## config.mk

```make
export PLATFORM = sky130hd
export DESIGN_NAME = term_loopback_switch_matrix_cfg
export DESIGN_NICKNAME = d
export VERILOG_FILES = /design/src/rtl/term_loopback_switch_matrix_cfg.sv
export SDC_FILE = /design/constraint.sdc
export NUM_CORES = 1
export LEC_CHECK = 0
export BUFFER_PORTS_ARGS = -buffer_cell sky130_fd_sc_hd__buf_2
export CORE_MARGIN = 2
export CORE_UTILIZATION = 50
export DETAILED_ROUTE_END_ITERATION = 12
export PLACE_DENSITY = 0.86
export RECOVER_POWER = 100
export SLEW_MARGIN = 30
export SYNTH_ARGS = -nofsm -noshare
export SYNTH_HDL_FRONTEND = slang
export SYNTH_SLANG_ARGS = --single-unit
```

## constraint.sdc

```tcl
create_clock -name UserCLK -period 8.1 [get_ports UserCLK]
set_clock_uncertainty 0.2 [all_clocks]
set_input_delay 2.43 -clock UserCLK [delete_from_list [all_inputs] [get_ports UserCLK]]
set_output_delay 2.43 -clock UserCLK [all_outputs]
set_load 0.02 [all_outputs]
```

## src/rtl/term_loopback_switch_matrix_cfg.sv

```systemverilog
// Terminal-tile loopback switch matrix for the array edge.
// Each of NCH incoming W-bit channels is returned to the array in one of four modes:
// reversed passthrough, straight passthrough, registered reversed passthrough, or tie-off.
// Per-channel modes live in a double-buffered serial configuration register.
// The shadow half shifts in from cfg_in and can be chained to the next tile through cfg_out.
// The active half is loaded from the shadow half on cfg_latch.
module term_loopback_switch_matrix_cfg #(
    parameter int NCH        = 4,
    parameter int W          = 8,
    parameter int PIPE_DEPTH = 2
) (
    input  logic               UserCLK,
    input  logic               RST,
    input  logic [NCH*W-1:0]   S_END_I,
    output logic [NCH*W-1:0]   N_BEG_O,
    input  logic               cfg_in,
    input  logic               cfg_shift,
    input  logic               cfg_latch,
    output logic               cfg_out
);

    localparam logic [1:0] MODE_REV  = 2'b00;
    localparam logic [1:0] MODE_PASS = 2'b01;
    localparam logic [1:0] MODE_PIPE = 2'b10;

    logic [2*NCH-1:0]                  shadow;
    logic [2*NCH-1:0]                  active;
    logic [NCH*W-1:0]                  rev;
    logic [PIPE_DEPTH-1:0][NCH*W-1:0]  pipe;

    // Bit-reverse every channel independently; the channel packing is unchanged.
    always_comb begin
        rev = '0;
        for (int c = 0; c < NCH; c++) begin
            for (int i = 0; i < W; i++) begin
                rev[c*W + i] = S_END_I[c*W + W - 1 - i];
            end
        end
    end

    // Shadow chain shifts MSB-ward; active captures the pre-shift shadow when both strobes coincide.
    always_ff @(posedge UserCLK or posedge RST) begin
        if (RST) begin
            shadow <= '0;
            active <= '0;
        end else begin
            if (cfg_shift) begin
                shadow <= {shadow[2*NCH-2:0], cfg_in};
            end
            if (cfg_latch) begin
                active <= shadow;
            end
        end
    end

    // Reversed data always flows through the pipeline, so entering registered mode needs no flush.
    always_ff @(posedge UserCLK or posedge RST) begin
        if (RST) begin
            pipe <= '0;
        end else begin
            pipe[0] <= rev;
            for (int k = 1; k < PIPE_DEPTH; k++) begin
                pipe[k] <= pipe[k-1];
            end
        end
    end

    assign cfg_out = shadow[2*NCH-1];

    // Per-channel output select; every mode drives all bits so nothing floats or goes X.
    always_comb begin
        N_BEG_O = '0;
        for (int c = 0; c < NCH; c++) begin
            case (active[2*c +: 2])
                MODE_REV:  N_BEG_O[c*W +: W] = rev[c*W +: W];
                MODE_PASS: N_BEG_O[c*W +: W] = S_END_I[c*W +: W];
                MODE_PIPE: N_BEG_O[c*W +: W] = pipe[PIPE_DEPTH-1][c*W +: W];
                default:   N_BEG_O[c*W +: W] = '0;
            endcase
        end
    end

endmodule
```

==> results.yml, run 1 <==
yosys:
  ys_seq_elements: 80
  synthCells: 211
  synthFlopType: "dfrtp_1"
  synth.distinct_cells: 11
  synth_most_common_cell: "dfrtp_1"
  avgSynthCellArea_um2: 14.51
  netlist_area_um2: 3062
  synthTopCellsByCount: "80 x dfrtp_1, 32 x mux2i_1, 32 x nand3b_1"
  syn-num-nets: 248
  ys_seq_area_frac: 0.6539
  async_flop_share: 1.000
  synth.area.top_cells: "dfrtp_1 65%, mux2i_1 10%, nand3b_1 7.8%"
  yosys.area.top_type: "dfrtp_1"
  synth_edf_count: 0
  synth_top_cell_area_share: 0.6539
  yosys_warnings: 0
placement:
  hpwl_um: 3161
  placedCellCount: 338
  gp_congestion: 0.6628
  port-buffer-count: 69
clock_network:
  postCtsSetupBuffers: 0
  numCtsBuffers: 9
  cts_tree: "built"
  cts.clk_slew.worst_paths_ns: 0.08
  clockBufferDepth: 2
  cts_sinks: 80
  cts_root_buf: "clkbuf_8"
  clock_latency_ns: 0.34
  cts-resized-gates: 0
  holdBufCountCts: 0
  htree_num_levels: 3
global_routing:
  gr-total-overflow: 0
  grt_pass1_wl_um: 7831
  grt_start_max_net_pins: 81
  grt_usage: 0.1571
  antenna_found_initial: 0
  first_global_vias: 1711
pwr:
  p_leak_nw: 1.456
  p_sw_mw: 0.3477
  clockPowerShare: 0.260
  seq_power_share: 0.493
  cell_internal_pwr_mw: 0.6906
  p_comb_frac: 0.247
  p_per_area_nw_per_um2: 300.7
  vdd_ir_drop_max_mv: 0.1551
  switching_share: 0.3348
timing:
  fmax_mhz: 174.4
  tns_ns: 0
  hold_viol_final: 0
  slew_viol_final: 0
  period_share: 0.7079
  min_period_ns: 5.734
  setup_viol: 0
  grt_setup_unrepaired: "no"
  slew_headroom: 0.5423
  worst_pin_slew_ns: 0.6866
floorplanning:
  row_count: 28
  die-width_um: 82.25
  die-area_um2: 6765
  initial_core_util: 0.5171
  core-area_um2: 5921
  io_pins: 70
  chipHeight_um: 82.25
layout:
  drive_gt1_frac: 0.1147
  layout.cells.non_filler: 354
  nNetsFinal: 311
  syn_to_final_growth_pct: 12.79
  antennaDiodeCount: 0
hold_path:
  hold_path_class: "reg -> reg"
route:
  drtIter0Drc: 64
  wl_per_cell_um: 14.28
  ant_nets: 0
  vias_per_cell: 5.107
  drcViolationCount: 0
  drtPass1Iterations: 4
  wl_um: 5055
  route.vias.total: 1808
critical_path:
  worstSetupPathType: "in -> out"
  end_kind: "output pin"
  critPathArrivalTime_ns: 3.10
  crit_fanout: 3
  start_kind: "input port"
  cp_data_required_time_ns: 5.47
job:
  cap_violations: 0
outcome:
  status: "finished, final reports clean"
-- path summary, 6_finish.rpt --
path,start,to,slack [ns],cells past startpoint
worst max-delay path,S_END_I[31],N_BEG_O[24],2.37,4
worst min-delay path,pipe[4]$_DFF_PP0_,pipe[36]$_DFF_PP0_,0.14,0
worst max register to register,active[1]$_DFFE_PP0P_,active[1]$_DFFE_PP0P_,6.81,1
worst min register to register,pipe[4]$_DFF_PP0_,pipe[36]$_DFF_PP0_,0.14,0
max in group asynchronous,RST,pipe[4]$_DFF_PP0_,5.15,3
min in group asynchronous,RST,pipe[8]$_DFF_PP0_,2.09,3
-- layout make-up --
| type | count | area [µm²] |
|---|---|---|
| fillers | 508 | 2467 |
| clock buffers | 12 | 135.1 |
| well taps | 75 | 93.84 |
| clock inverters | 4 | 45.04 |
| inverters | 1 | 5.005 |
| flip-flops and latches | 80 | 2002 |
| repair buffers | 70 | 271.5 |
| multi-input cells | 112 | 900.9 |
-- metrics by stage --
step	power (mW)	hold WS [ns]	setup WS (ns)	util	area (µm²)
finish	1.038	0.1421	2.366	0.5833	3453
global route	1.100	0.1531	2.276	0.5833	3453
detailed placement	0.7957	0.1365	2.463	0.5666	3354
floorplan	0.7398	0.1312	2.515	-	3062
CTS	1.068	0.1482	2.464	0.5970	3535
global placement	0.7848	0.1319	2.493	0.5666	3354
-- cells by family (layout without fill, tap and decap cells) --
logic type	count (synthesis)	after routing	share of synthesized area
AND/OR/NAND/NOR	32	32	0.07846
buffers and inverters	19	87	0.05190
flip-flops	80	80	0.6539
AO/OA/AOI/OAI	32	32	0.05231
multiplexers	48	48	0.1635
-- power groups by stage --
stage	Combinational, mW	Clock (mW)	Sequential, mW
6_report	0.256	0.270	0.512
5_1_grt	0.280	0.297	0.524
4_1_cts	0.276	0.279	0.513
3_5_place_dp	0.275	0	0.521
3_3_place_gp	0.268	0	0.517
2_1_floorplan	0.279	0	0.460
-- critical path, stage by stage --
cell and delay (ns):
clkbuf_1 0.11, mux2i_1 0.08, o21ai_0 0.20, clkbuf_1 0.27
-- placed cells by master, fill, tap and decap left out, drive strengths merged --
master    netlist  final
buf            14      2
bufinv          0      1
clkbuf          4     80
clkinv          0      3
clkinvlp        0      1
dfrtp          80     80
mux2           16     16
mux2i          32     32
nand3b         32     32
o21ai          32     32
-- layer usage --
metal | GRT usage | vias to the layer above | wire (µm)
li1 | - | 865 | -
met1 | 0.2147 | 884 | 2388
met2 | 0.2315 | 51 | 2281
met3 | 0.04891 | 8 | 308
met4 | 0.07000 | 0 | 77
met5 | 0 | - | 0
-- registers in the layout, summed over array words and instances (netlist names) --
name	flops
pipe	64
active	8
shadow	8
Note: power is estimated with default switching activity, not from simulation.
==> inputs of run 2 (changes only) <==
--- a/config.mk
+++ b/config.mk
@@ -5,11 +5,12 @@
 export SDC_FILE = /design/constraint.sdc
 export NUM_CORES = 1
 export LEC_CHECK = 0
+export ABC_AREA = 1
 export BUFFER_PORTS_ARGS = -buffer_cell sky130_fd_sc_hd__buf_2
 export CORE_MARGIN = 2
-export CORE_UTILIZATION = 50
+export CORE_UTILIZATION = 47
 export DETAILED_ROUTE_END_ITERATION = 12
-export PLACE_DENSITY = 0.86
+export PLACE_DENSITY = 0.85
 export RECOVER_POWER = 100
 export SLEW_MARGIN = 30
 export SYNTH_ARGS = -nofsm -noshare
==> constraint.sdc (replaced) <==
create_clock -name UserCLK -period 5 [get_ports UserCLK]
set_clock_uncertainty 0.2 [all_clocks]
set_input_delay 1.5 -clock UserCLK [delete_from_list [all_inputs] [get_ports UserCLK]]
set_output_delay 1.5 -clock UserCLK [all_outputs]
set_load 0.02 [all_outputs]
==> results.yml, run 2 <==
clock_network:
  cts_tree: "built"
  clock_latency_ns: 0.34
  postCtsSetupBuffers: 0
  cts.clk_slew.worst_paths_ns: 0.08
  cts-resized-gates: 0
  holdBufCountCts: 0
  cts_root_buf: "clkbuf_8"
  cts_sinks: 80
  htree_num_levels: 3
  clockBufferDepth: 2
  numCtsBuffers: 9
placement:
  gp_congestion: 0.7602
  port-buffer-count: 69
  hpwl_um: 3985
  placedCellCount: 404
global_routing:
  grt_start_max_net_pins: 50
  antenna_found_initial: 0
  first_global_vias: 2146
  grt_usage: 0.1804
  grt_pass1_wl_um: 10110
  gr-total-overflow: 0
critical_path:
  crit_fanout: 3
  reg2reg_from: "active[0]$_DFFE_PP0P_"
  reg2reg_depth: 2
  worstSetupPathType: "in -> out"
  cp_slowest_stage_delay_ns: 0.25
  cp_cell_sequence: "clkbuf_1 > nand3_1 > nand3_1 > clkbuf_1"
  rr_endpoint: "active[0]$_DFFE_PP0P_"
  end_kind: "output pin"
  start_kind: "input port"
  endpoint: "N_BEG_O[27]"
  startpoint: "S_END_I[27]"
  crit_slowest_cell: "clkbuf_1"
  reg2reg_slack_ns: 3.71
  cp_data_required_time_ns: 3.30
  critPathArrivalTime_ns: 2.10
floorplanning:
  io_pins: 70
  die-area_um2: 7017
  core-area_um2: 6241
  initial_core_util: 0.4791
  chipHeight_um: 83.77
  row_count: 29
  die-width_um: 83.77
yosys:
  netlist_area_um2: 2990
  ys_seq_area_frac: 0.6695
  synthCells: 267
  synth_edf_count: 0
  synth_most_common_cell: "nand3_1"
  synth_top_cell_area_share: 0.6695
  synth.distinct_cells: 13
  yosys.area.top_type: "dfrtp_1"
  synthTopCellsByCount: "96 x nand3_1, 80 x dfrtp_1, 44 x nand2_1"
  ys_seq_elements: 80
  synthFlopType: "dfrtp_1"
  syn-num-nets: 304
  yosys_warnings: 0
  async_flop_share: 1.000
  avgSynthCellArea_um2: 11.20
  synth.area.top_cells: "dfrtp_1 67%, nand3_1 16%, nand2_1 5.5%"
layout:
  syn_to_final_growth_pct: 15.06
  mostFrequentLayoutCells: "96 x nand3_1, 80 x dfrtp_1, 69 x clkbuf_1, 44 x nand2_1, 11 x o21ai_0"
  drive_gt1_frac: 0.09038
  antennaDiodeCount: 0
  mostFrequentLayoutCell: "nand3_1"
  layout.cells.non_filler: 420
  largest_reg_flops: 64
  fillCellCount: 593
  fin_util: 0.5513
  regMostFlops: "pipe"
  regArea_um2: 2002
  reg.largest.list: "pipe: 64 flops, active: 8 flops, shadow: 8 flops"
  nNetsFinal: 375
  multi_input_area_um2: 824.5
pwr:
  clockPowerShare: 0.312
  vdd_ir_drop_max_mv: 0.2117
  p_per_area_nw_per_um2: 425.0
  p_sw_mw: 0.4651
  p_leak_nw: 1.523
  seq_power_share: 0.508
  switching_share: 0.3180
  p_comb_frac: 0.181
  cell_internal_pwr_mw: 0.9974
timing:
  tns_ns: 0
  period_share: 0.7604
  slew_headroom: -0.3952
  grt_setup_unrepaired: "no"
  fmax_mhz: 263.0
  min_period_ns: 3.802
  worst_pin_slew_ns: 2.081
  hold_viol_final: 0
  slew_viol_final: 50
  setup_viol: 0
route:
  drtIter0Drc: 64
  wl_um: 5821
  drcViolationCount: 0
  wl_per_cell_um: 13.86
  drtPass1Iterations: 4
  vias_per_cell: 5.231
  route.vias.total: 2197
  ant_nets: 0
job:
  cap_violations: 1
hold_path:
  hold_path_class: "reg -> reg"
outcome:
  status: "complete, but fails checks"
  violations: "capacitance limit, slew limit"
==> run 2: worst max-delay path, delay by kind of cell <==
| kind | cells | cell delay, ns |
|---|---|---|
| AND/OR/NAND/NOR | 2 | 0.21 |
| buffers and inverters | 2 | 0.38 |
==> run 2: cells by family after synthesis <==
group           count (synthesis)  share of synthesized area
compound gates                 16                    0.03054
buf+inv                        23                    0.05230
flops                          80                     0.6695
simple gates                  148                     0.2477
==> run 2: through the flow <==
step / hold slack (ns) / total power, mW / cell area, µm² / setup slack, ns
finish: 0.1392 / 1.463 / 3441 / 1.198
global route: 0.1472 / 1.546 / 3441 / 1.142
CTS: 0.1400 / 1.495 / 3532 / 1.323
detailed placement: 0.1347 / 1.041 / 3343 / 1.325
global placement: 0.1315 / 1.030 / 3343 / 1.340
floorplan: 0.1312 / 0.9497 / 2990 / 1.248
==> run 2: routing by layer <==
| metal | part of all wire | up-vias | global-route usage | wire, µm |
|---|---|---|---|---|
| li1 | - | 1053 | - | - |
| met1 | 0.47 | 1086 | 0.2572 | 2718 |
| met2 | 0.48 | 51 | 0.2727 | 2765 |
| met3 | 0.047 | 7 | 0.05143 | 273 |
| met4 | 0.011 | 0 | 0.05279 | 64 |
| met5 | 0 | - | 0 | 0 |
==> run 2: how the worst min path moves through the flow <==
| stage | from | cells after the start | slack, ns | endpoint |
|---|---|---|---|---|
| floorplan | pipe[0]$_DFF_PP0_ | 0 | 0.13 | pipe[32]$_DFF_PP0_ |
| global placement | pipe[2]$_DFF_PP0_ | 0 | 0.13 | pipe[34]$_DFF_PP0_ |
| detailed placement | pipe[3]$_DFF_PP0_ | 0 | 0.13 | pipe[35]$_DFF_PP0_ |
| CTS | pipe[0]$_DFF_PP0_ | 0 | 0.14 | pipe[32]$_DFF_PP0_ |
| global route | pipe[0]$_DFF_PP0_ | 0 | 0.15 | pipe[32]$_DFF_PP0_ |
| finish | pipe[0]$_DFF_PP0_ | 0 | 0.14 | pipe[32]$_DFF_PP0_ |
==> run 2: power groups by stage <==
stage | clock network [mW] | registers, mW | logic, mW
finish | 0.456 | 0.743 | 0.264
detailed placement | 0 | 0.755 | 0.286
global route | 0.499 | 0.750 | 0.296
global placement | 0 | 0.752 | 0.278
CTS | 0.466 | 0.743 | 0.287
floorplan | 0 | 0.716 | 0.234
==> run 2: layout make-up <==
class	instances	share of cell area
Tap cell	77	0.02800
Timing Repair Buffer	70	0.07818
Clock inverter	5	0.01673
Clock buffer	11	0.03818
Sequential cell	80	0.5818
Inverter	13	0.01745
Multi-Input combinational cell	164	0.2396
==> inputs of run 3 (changes only) <==
--- a/config.mk
+++ b/config.mk
@@ -8,9 +8,9 @@
 export ABC_AREA = 1
 export BUFFER_PORTS_ARGS = -buffer_cell sky130_fd_sc_hd__buf_2
 export CORE_MARGIN = 2
-export CORE_UTILIZATION = 47
+export CORE_UTILIZATION = 50
 export DETAILED_ROUTE_END_ITERATION = 12
-export PLACE_DENSITY = 0.85
+export PLACE_DENSITY = 0.86
 export RECOVER_POWER = 100
 export SLEW_MARGIN = 30
 export SYNTH_ARGS = -nofsm -noshare
==> constraint.sdc (replaced) <==
create_clock -name UserCLK -period 3.8 [get_ports UserCLK]
set_clock_uncertainty 0.2 [all_clocks]
set_input_delay 1.14 -clock UserCLK [delete_from_list [all_inputs] [get_ports UserCLK]]
set_output_delay 1.14 -clock UserCLK [all_outputs]
set_load 0.02 [all_outputs]
==> results.yml, run 3 (same netlist as run 2, synthesis figures left out) <==
floorplanning:
  initial_core_util: 0.5111
  chipHeight_um: 81.34
  row_count: 28
  core-area_um2: 5851
  io_pins: 70
  die-area_um2: 6615
  die-width_um: 81.34
outcome:
  status: "finished, final reports clean"
critical_path:
  critPathArrivalTime_ns: 1.73
  crit_buf_inv: 2
  cp_cell_sequence: "clkbuf_1 > nand3_1 > nand3_1 > clkbuf_1"
  worstSetupPathType: "in -> out"
  crit_fanout: 3
  start_kind: "input port"
  cp_data_required_time_ns: 2.46
  cp_slowest_stage_delay_ns: 0.23
  crit_slowest_cell: "clkbuf_1"
  critical-path-top-delay-family: "buffers and inverters"
  end_kind: "output pin"
global_routing:
  grt_start_max_net_pins: 29
  grt_pass1_wl_um: 9308
  gr-total-overflow: 0
  grt_usage: 0.1879
  first_global_vias: 1995
  antenna_found_initial: 0
layout:
  syn_to_final_growth_pct: 16.74
  antennaDiodeCount: 0
  regMostFlops: "pipe"
  fillCellCount: 514
  design_area_um2: 3491
  nNetsFinal: 376
  mostFrequentLayoutCell: "nand3_1"
  mostFrequentLayoutCells: "96 x nand3_1, 80 x dfrtp_1, 66 x clkbuf_1, 44 x nand2_1, 11 x o21ai_0"
  largest_reg_flops: 64
  drive_gt1_frac: 0.09621
  reg.largest.list: "pipe: 64 flops, active: 8 flops, shadow: 8 flops"
clock_network:
  clock_latency_ns: 0.33
  postCtsSetupBuffers: 0
  clockBufferDepth: 2
  cts_root_buf: "clkbuf_8"
  htree_num_levels: 3
  holdBufCountCts: 0
  cts.clk_slew.worst_paths_ns: 0.08
  numCtsBuffers: 9
  cts_tree: "built"
  cts-resized-gates: 0
  cts_sinks: 80
route:
  wl_um: 5678
  vias_per_cell: 5.189
  ant_nets: 0
  drcViolationCount: 0
  route.vias.total: 2169
  dr_wl_met3_um: 253
  dr_wl_met2_um: 2677
  wl_met1_um: 2680
  drtPass1Iterations: 4
  wl_per_cell_um: 13.58
  highest_layer: "met4"
  drtIter0Drc: 115
timing:
  fmax_mhz: 325.7
  period_share: 0.8079
  hold_viol_final: 0
  grt_setup_unrepaired: "no"
  slew_headroom: 0.2271
  slew_viol_final: 0
  tns_ns: 0
  min_period_ns: 3.070
  worst_pin_slew_ns: 1.153
  setup_viol: 0
placement:
  gp_congestion: 0.7403
  post_dp_cell_area_um2: 3348
  port-buffer-count: 69
  hpwl_um: 3947
job:
  cap_violations: 0
pwr:
  vdd_ir_drop_max_mv: 0.4203
  p_leak_nw: 1.566
  p_per_area_nw_per_um2: 585.4
hold_path:
  hold_path_class: "reg -> reg"
## run 3: cell types whose count changed in the layout (fill, tap and decap cells not counted), sizes merged
cell,previous run,this run
clkinv,1,3
clkinvlp,4,1
buf,3,5
clkbuf,78,75
bufinv,1,3
## run 3: final cells by class
cell class / count / area, µm² / area share
repair buffers: 71 / 277.8 / 0.07957
flip-flops and latches: 80 / 2002 / 0.5735
clock buffers: 9 / 123.9 / 0.03548
multi-input cells: 164 / 824.5 / 0.2362
clock inverters: 6 / 108.9 / 0.03118
inverters: 13 / 60.06 / 0.01720
well taps: 75 / 93.84 / 0.02688
## run 3: path summary, 6_finish.rpt
check                                      startpoint  cells after the start  slack, ns                    end
worst min register to register      pipe[3]$_DFF_PP0_                      0       0.15     pipe[35]$_DFF_PP0_
worst max-delay path                       S_END_I[9]                      4       0.73             N_BEG_O[9]
worst min-delay path                pipe[3]$_DFF_PP0_                      0       0.15     pipe[35]$_DFF_PP0_
worst max register to register  active[4]$_DFFE_PP0P_                      2       2.42  active[4]$_DFFE_PP0P_
max in group asynchronous                         RST                      3       1.70     pipe[36]$_DFF_PP0_
min in group asynchronous                         RST                      2       0.82     pipe[61]$_DFF_PP0_
## run 3: where the power goes
part / switching (mW) / total (mW) / internal, mW / leakage (nW)
sequential: 0.0693 / 0.976 / 0.907 / 0.937
clock: 0.286 / 0.718 / 0.432 / 0.119
combinational: 0.246 / 0.350 / 0.103 / 0.510
total: 0.601 / 2.04 / 1.44 / 1.57
## run 3: metal layers
layer  vias up  global-route usage
met5         -                   0
met4         0             0.08136
met3         7             0.03778
met2        55              0.2730
met1      1055              0.2748
li1       1052                   -
## run 3: metrics by stage
step	instances	setup WS, ns	hold WS [ns]	util	total power, mW
after floorplan	267	0.4083	0.1312	-	1.250
after CTS	418	0.8476	0.1461	0.6121	2.090
after global routing	418	0.6392	0.1537	0.5967	2.154
final	418	0.7300	0.1465	0.5967	2.043
after detailed placement	403	0.8478	0.1347	0.5723	1.370
after global placement	403	0.8615	0.1317	0.5723	1.355
